==> src/rtl/cpu_control_unit.sv <==
// Instruction-sequencing FSM: fetches a 16-bit word over imem req/ack, decodes it, drives the PC controls and the ALU start/done handshake.
// Shortest fetch is 3 cycles (FETCH, WAIT_MEM, DECODE). run only gates leaving FETCH; a missing imem_ack ends in a sticky fault and HALT.
module cpu_control_unit #(
    parameter int unsigned MEM_TIMEOUT = 15
) (
    input  logic        CLK,
    input  logic        RESET_N,
    input  logic        run,
    output logic        imem_req,
    input  logic        imem_ack,
    input  logic [15:0] imem_data,
    output logic        pc_en,
    output logic        pc_ld_en,
    output logic [7:0]  pc_ld,
    output logic [15:0] ir,
    output logic [3:0]  alu_op,
    output logic        alu_start,
    input  logic        alu_done,
    input  logic        flag_z,
    input  logic        flag_c,
    output logic        illegal,
    output logic        fault,
    output logic        halted
);

    localparam logic [7:0] TIMEOUT_W = 8'(MEM_TIMEOUT);

    localparam logic [3:0] OP_NOP = 4'h0;
    localparam logic [3:0] OP_JMP = 4'h8;
    localparam logic [3:0] OP_JZ  = 4'h9;
    localparam logic [3:0] OP_JC  = 4'hA;
    localparam logic [3:0] OP_HLT = 4'hF;

    typedef enum logic [2:0] {
        S_FETCH    = 3'd0,
        S_WAIT_MEM = 3'd1,
        S_DECODE   = 3'd2,
        S_EXECUTE  = 3'd3,
        S_WAIT_ALU = 3'd4,
        S_HALT     = 3'd5
    } state_e;

    state_e      state_q, state_d;
    logic [15:0] ir_q, ir_d;
    logic [7:0]  cnt_q, cnt_d;
    logic        fault_q, fault_d;

    logic [3:0]  op;
    logic        op_alu;
    logic        op_illegal;
    logic        op_hlt;
    logic        take_branch;

    assign op = ir_q[15:12];

    // Flags are consumed combinationally, so they are sampled in the DECODE cycle itself.
    always_comb begin
        op_alu      = 1'b0;
        op_illegal  = 1'b0;
        op_hlt      = 1'b0;
        take_branch = 1'b0;
        case (op)
            OP_NOP:                            ;
            4'h1, 4'h2, 4'h3, 4'h4,
            4'h5, 4'h6, 4'h7:                  op_alu      = 1'b1;
            OP_JMP:                            take_branch = 1'b1;
            OP_JZ:                             take_branch = flag_z;
            OP_JC:                             take_branch = flag_c;
            OP_HLT:                            op_hlt      = 1'b1;
            default:                           op_illegal  = 1'b1;
        endcase
    end

    always_ff @(posedge CLK or negedge RESET_N) begin
        if (!RESET_N) begin
            state_q <= S_FETCH;
            ir_q    <= 16'h0000;
            cnt_q   <= 8'h00;
            fault_q <= 1'b0;
        end else begin
            state_q <= state_d;
            ir_q    <= ir_d;
            cnt_q   <= cnt_d;
            fault_q <= fault_d;
        end
    end

    always_comb begin
        state_d = state_q;
        ir_d    = ir_q;
        cnt_d   = cnt_q;
        fault_d = fault_q;
        case (state_q)
            S_FETCH: begin
                if (run) begin
                    cnt_d   = 8'h00;
                    state_d = S_WAIT_MEM;
                end
            end
            S_WAIT_MEM: begin
                // An ack in the final allowed cycle still wins over the timeout.
                if (imem_ack) begin
                    ir_d    = imem_data;
                    state_d = S_DECODE;
                end else if (cnt_q == TIMEOUT_W) begin
                    fault_d = 1'b1;
                    state_d = S_HALT;
                end else begin
                    cnt_d = cnt_q + 8'h01;
                end
            end
            S_DECODE: begin
                if (op_alu) begin
                    state_d = S_EXECUTE;
                end else if (op_hlt) begin
                    state_d = S_HALT;
                end else begin
                    state_d = S_FETCH;
                end
            end
            S_EXECUTE: begin
                state_d = S_WAIT_ALU;
            end
            S_WAIT_ALU: begin
                if (alu_done) begin
                    state_d = S_FETCH;
                end
            end
            S_HALT: begin
                state_d = S_HALT;
            end
            default: begin
                state_d = S_FETCH;
            end
        endcase
    end

    always_comb begin
        imem_req  = 1'b0;
        pc_en     = 1'b0;
        pc_ld_en  = 1'b0;
        pc_ld     = 8'h00;
        alu_op    = 4'h0;
        alu_start = 1'b0;
        illegal   = 1'b0;
        halted    = 1'b0;
        case (state_q)
            S_WAIT_MEM: begin
                imem_req = 1'b1;
            end
            S_DECODE: begin
                if (take_branch) begin
                    pc_ld_en = 1'b1;
                    pc_ld    = ir_q[7:0];
                end else if (!op_hlt) begin
                    pc_en   = 1'b1;
                    illegal = op_illegal;
                end
            end
            S_EXECUTE: begin
                alu_start = 1'b1;
                alu_op    = op;
            end
            S_WAIT_ALU: begin
                alu_op = op;
            end
            S_HALT: begin
                halted = 1'b1;
            end
            default: ;
        endcase
    end

    assign ir    = ir_q;
    assign fault = fault_q;

endmodule

==> config.mk <==
export PLATFORM = sky130hd
export DESIGN_NAME = cpu_control_unit
export DESIGN_NICKNAME = d
export VERILOG_FILES = /design/src/rtl/cpu_control_unit.sv
export SDC_FILE = /design/constraint.sdc
export NUM_CORES = 1
export LEC_CHECK = 0
export BUFFER_PORTS_ARGS = -buffer_cell sky130_fd_sc_hd__buf_2
export CORE_ASPECT_RATIO = 1.1
export CORE_UTILIZATION = 40
export CTS_CLUSTER_DIAMETER = 50
export DETAILED_ROUTE_END_ITERATION = 8
export GPL_TIMING_DRIVEN = 0
export PLACE_DENSITY = 0.73
export SLEW_MARGIN = 10
export SYNTH_ARGS = -nofsm -noshare
export SYNTH_HDL_FRONTEND = slang
export SYNTH_SLANG_ARGS = --single-unit
==> constraint.sdc <==
create_clock -name CLK -period 3.2 [get_ports CLK]
set_input_delay 0 -clock CLK [delete_from_list [all_inputs] [get_ports CLK]]
set_output_delay 0 -clock CLK [all_outputs]
set_load 0.05 [all_outputs]
==> metrics.yaml <==
fin_tns_setup_ns: 0
hold_viol_final: 0
area_growth_pct: 40.1
dieArea_sq_mm: 0.00398
worst-path-buf-inv: 3
cts-buffers-inserted: 3
num_rows: 22
synth.largest_area_cell: "dfrtp_1"
reg2reg_from: "state_q[1]$_DFFE_PN0P_"
diodes: 0
critPathTopFamily: "buffers and inverters"
rsz0062_at_grt: "no"
worst_path_max_delay_cell: "dfrtp_1"
cp-start-kind: "register"
relSlewSlack_pct: 57.6
fin_crit_sh_pct: 73.3
fin_ws_ns: 0.853
required_ns: 3.20
p_per_area_mw_per_mm2: 1000
grt-ovfl-total: 0
fin_skew_ns: 0.00214
clkLatencyLatePin_ns: 0.32
track_usage_pct: 19.8
fmax_ghz: 0.426
max_stage_delay_ns: 0.40
layout_common_cells: "buf_2, dfrtp_1, dlygate4sd3_1, mux2_2, nand2_1"
synthArstFlopShare_pct: 100
die_h_um: 66.1
ys_seq_area_share_pct: 46.9
wirelength_um: 3500
grt_pass1_vias: 1320
final_common_cell: "buf_2"
synth.distinct_cells: 40
portBuffers: 57
cts_sinks: 28
crit_cells: 7
via_per_inst: 5.09
pre_cts_ws_ns: 1.27
wl_per_cell_um: 12.8
power.total_mw: 2.09
antenna_found_initial: 0
rr_endpoint: "ir[1]$_DFFE_PN0P_"
yosysWarningCount: 0
gp_congestion: 0.800
p_leak_nw: 1.01
ys_seq_elements: 28
drv_cap: 0
grt_max_degree: 29
avgSynthCellArea_sq_um: 10.4
num_vias: 1389
dp_hpwl_um: 2430
r2r_cells: 6
drc_errors: 0
fin_nets: 250
drt-pass1-iter-count: 4
synth-edff-count: 0
synth.net_count: 168
syn_area_sq_mm: 0.00149
ys.flop_type: "dfrtp_1"
synth.top_cells.by_area: "dfrtp_1, mux2_2, and2_1"
syn_inst: 144
peakVddDrop_v: 0.000548
die_x_um: 60.2
grt_pass1_wl_um: 5990
ioPinCount: 58
h-tree-depth: 1
crit_top_cell: "clkbuf_1"
setup_viol: 0
core_area_sq_mm: 0.00344
r2r_setup_slack_ns: 1.25
slew_viol_final: 0
clk_pin_slew_worst_paths_ns: 0.15
floorplan.initialDensity_pct: 43.4
crit_arrival_ns: 2.35
ant_nets: 0
final_util_pct: 60.8
synth_top_area_share_pct: 46.9
cts_tree: "built"
worst-path-max-fanout: 9
cts.path.max_buffers: 2
hp-class: "primary input to async pin"
cp-end-kind: "output port"
worst-slew-pin-transition_ns: 0.635
drive_gt1_share_pct: 37.8
clockRootBuffer: "clkbuf_4"
drtIter0Drc: 35
status: "complete, no violations"
cp_cell_sequence: "clkbuf_1 -> nor2b_1 -> o22ai_1 -> nor4bb_1 -> clkbuf_1 -> and2_1 -> buf_2"
fin_crit_ns: 2.35
critPathKind: "register to output port"
-- worst max-delay path by stage --
| stage | start | end | slack (ns) |
|---|---|---|---|
| final | ir[13]$_DFFE_PN0P_ | pc_ld[3] | 0.85 |
| after floorplan | ir[13]$_DFFE_PN0P_ | pc_ld[0] | 0.77 |
| after detailed placement | ir[13]$_DFFE_PN0P_ | pc_ld[1] | 1.27 |
| after CTS | ir[13]$_DFFE_PN0P_ | pc_ld[1] | 0.88 |
| after global placement | ir[13]$_DFFE_PN0P_ | pc_ld[1] | 1.26 |
| after global routing | ir[13]$_DFFE_PN0P_ | pc_ld[2] | 0.71 |
-- area by class of cell --
class | count | area (sq um)
timing repair buffer | 77 | 485
buffer | 9 | 57.6
sequential | 28 | 701
clock inverter | 1 | 30.0
inverter | 5 | 18.8
fill | 306 | 1350
tap | 48 | 60.1
multi-input combinational | 102 | 716
clock buffer | 3 | 22.5
-- Yosys cell counts (all sizes together), types with 2 or more instances --
cell    count
and2        9
clkbuf      5
a21boi      2
a21oi       6
nor2        7
o22ai       2
a31oi       5
nor3        3
o21ai       3
dfrtp      28
nor3b       2
inv         5
buf         4
and3        4
nor2b       4
nand2      12
nand3       9
mux2       15
-- cells by family (layout without fill, tap and decap cells) --
logic type,count (synthesis),count (layout),share of synthesized area (%)
AO/OA/AOI/OAI,27,27,12.7
XOR/XNOR,1,1,0.587
adder cells (fa/ha/maj),1,1,0.838
buffers and inverters,14,95,5.11
flip-flops,28,28,46.9
multiplexers,16,16,12.0
AND/OR/NAND/NOR,57,57,21.8
-- state kept, by name, indices dropped and copies added (netlist names) --
signal	cells
fault	1
cnt_q	8
ir	16
state_q	3
-- stage by stage --
step,cell area [sq um],hold slack [ns],instances
floorplan,1490,-0.296,144
global placement,1840,0.0633,249
global route,2090,0.278,273
finish,2090,0.218,273
CTS,2090,0.232,273
detailed placement,1840,0.0630,249
-- power by group --
group	switching, mW	internal (mW)	leakage, nW
logic	0.874	0.390	0.630
clock network	0.104	0.127	0.0279
registers	0.105	0.491	0.353
-- per-layer routing --
| metal | GRT usage [%] | part of all wire [%] | up-vias |
|---|---|---|---|
| met1 | 26.3 | 43 | 669 |
| met2 | 33.2 | 51 | 39 |
| met4 | 4.36 | 0.54 | 0 |
| met3 | 3.13 | 5.4 | 2 |
| li1 | - | - | 679 |
| met5 | 0 | 0 | - |
-- worst reg2reg max path: stages (launching register included) --
cell	delay, ns
dfrtp_1	0.40
buf_2	0.19
nor3b_4	0.42
and2_1	0.21
buf_6	0.14
buf_6	0.15
mux2_2	0.34
-- what timing repair did --
item | in CTS | in global routing
hold buffers | 20 | 0
hold endpoints to repair | 47 | 0
resized for setup | 0 | 0
setup buffers | 0 | 0
Power figures use the tool's default switching activity.
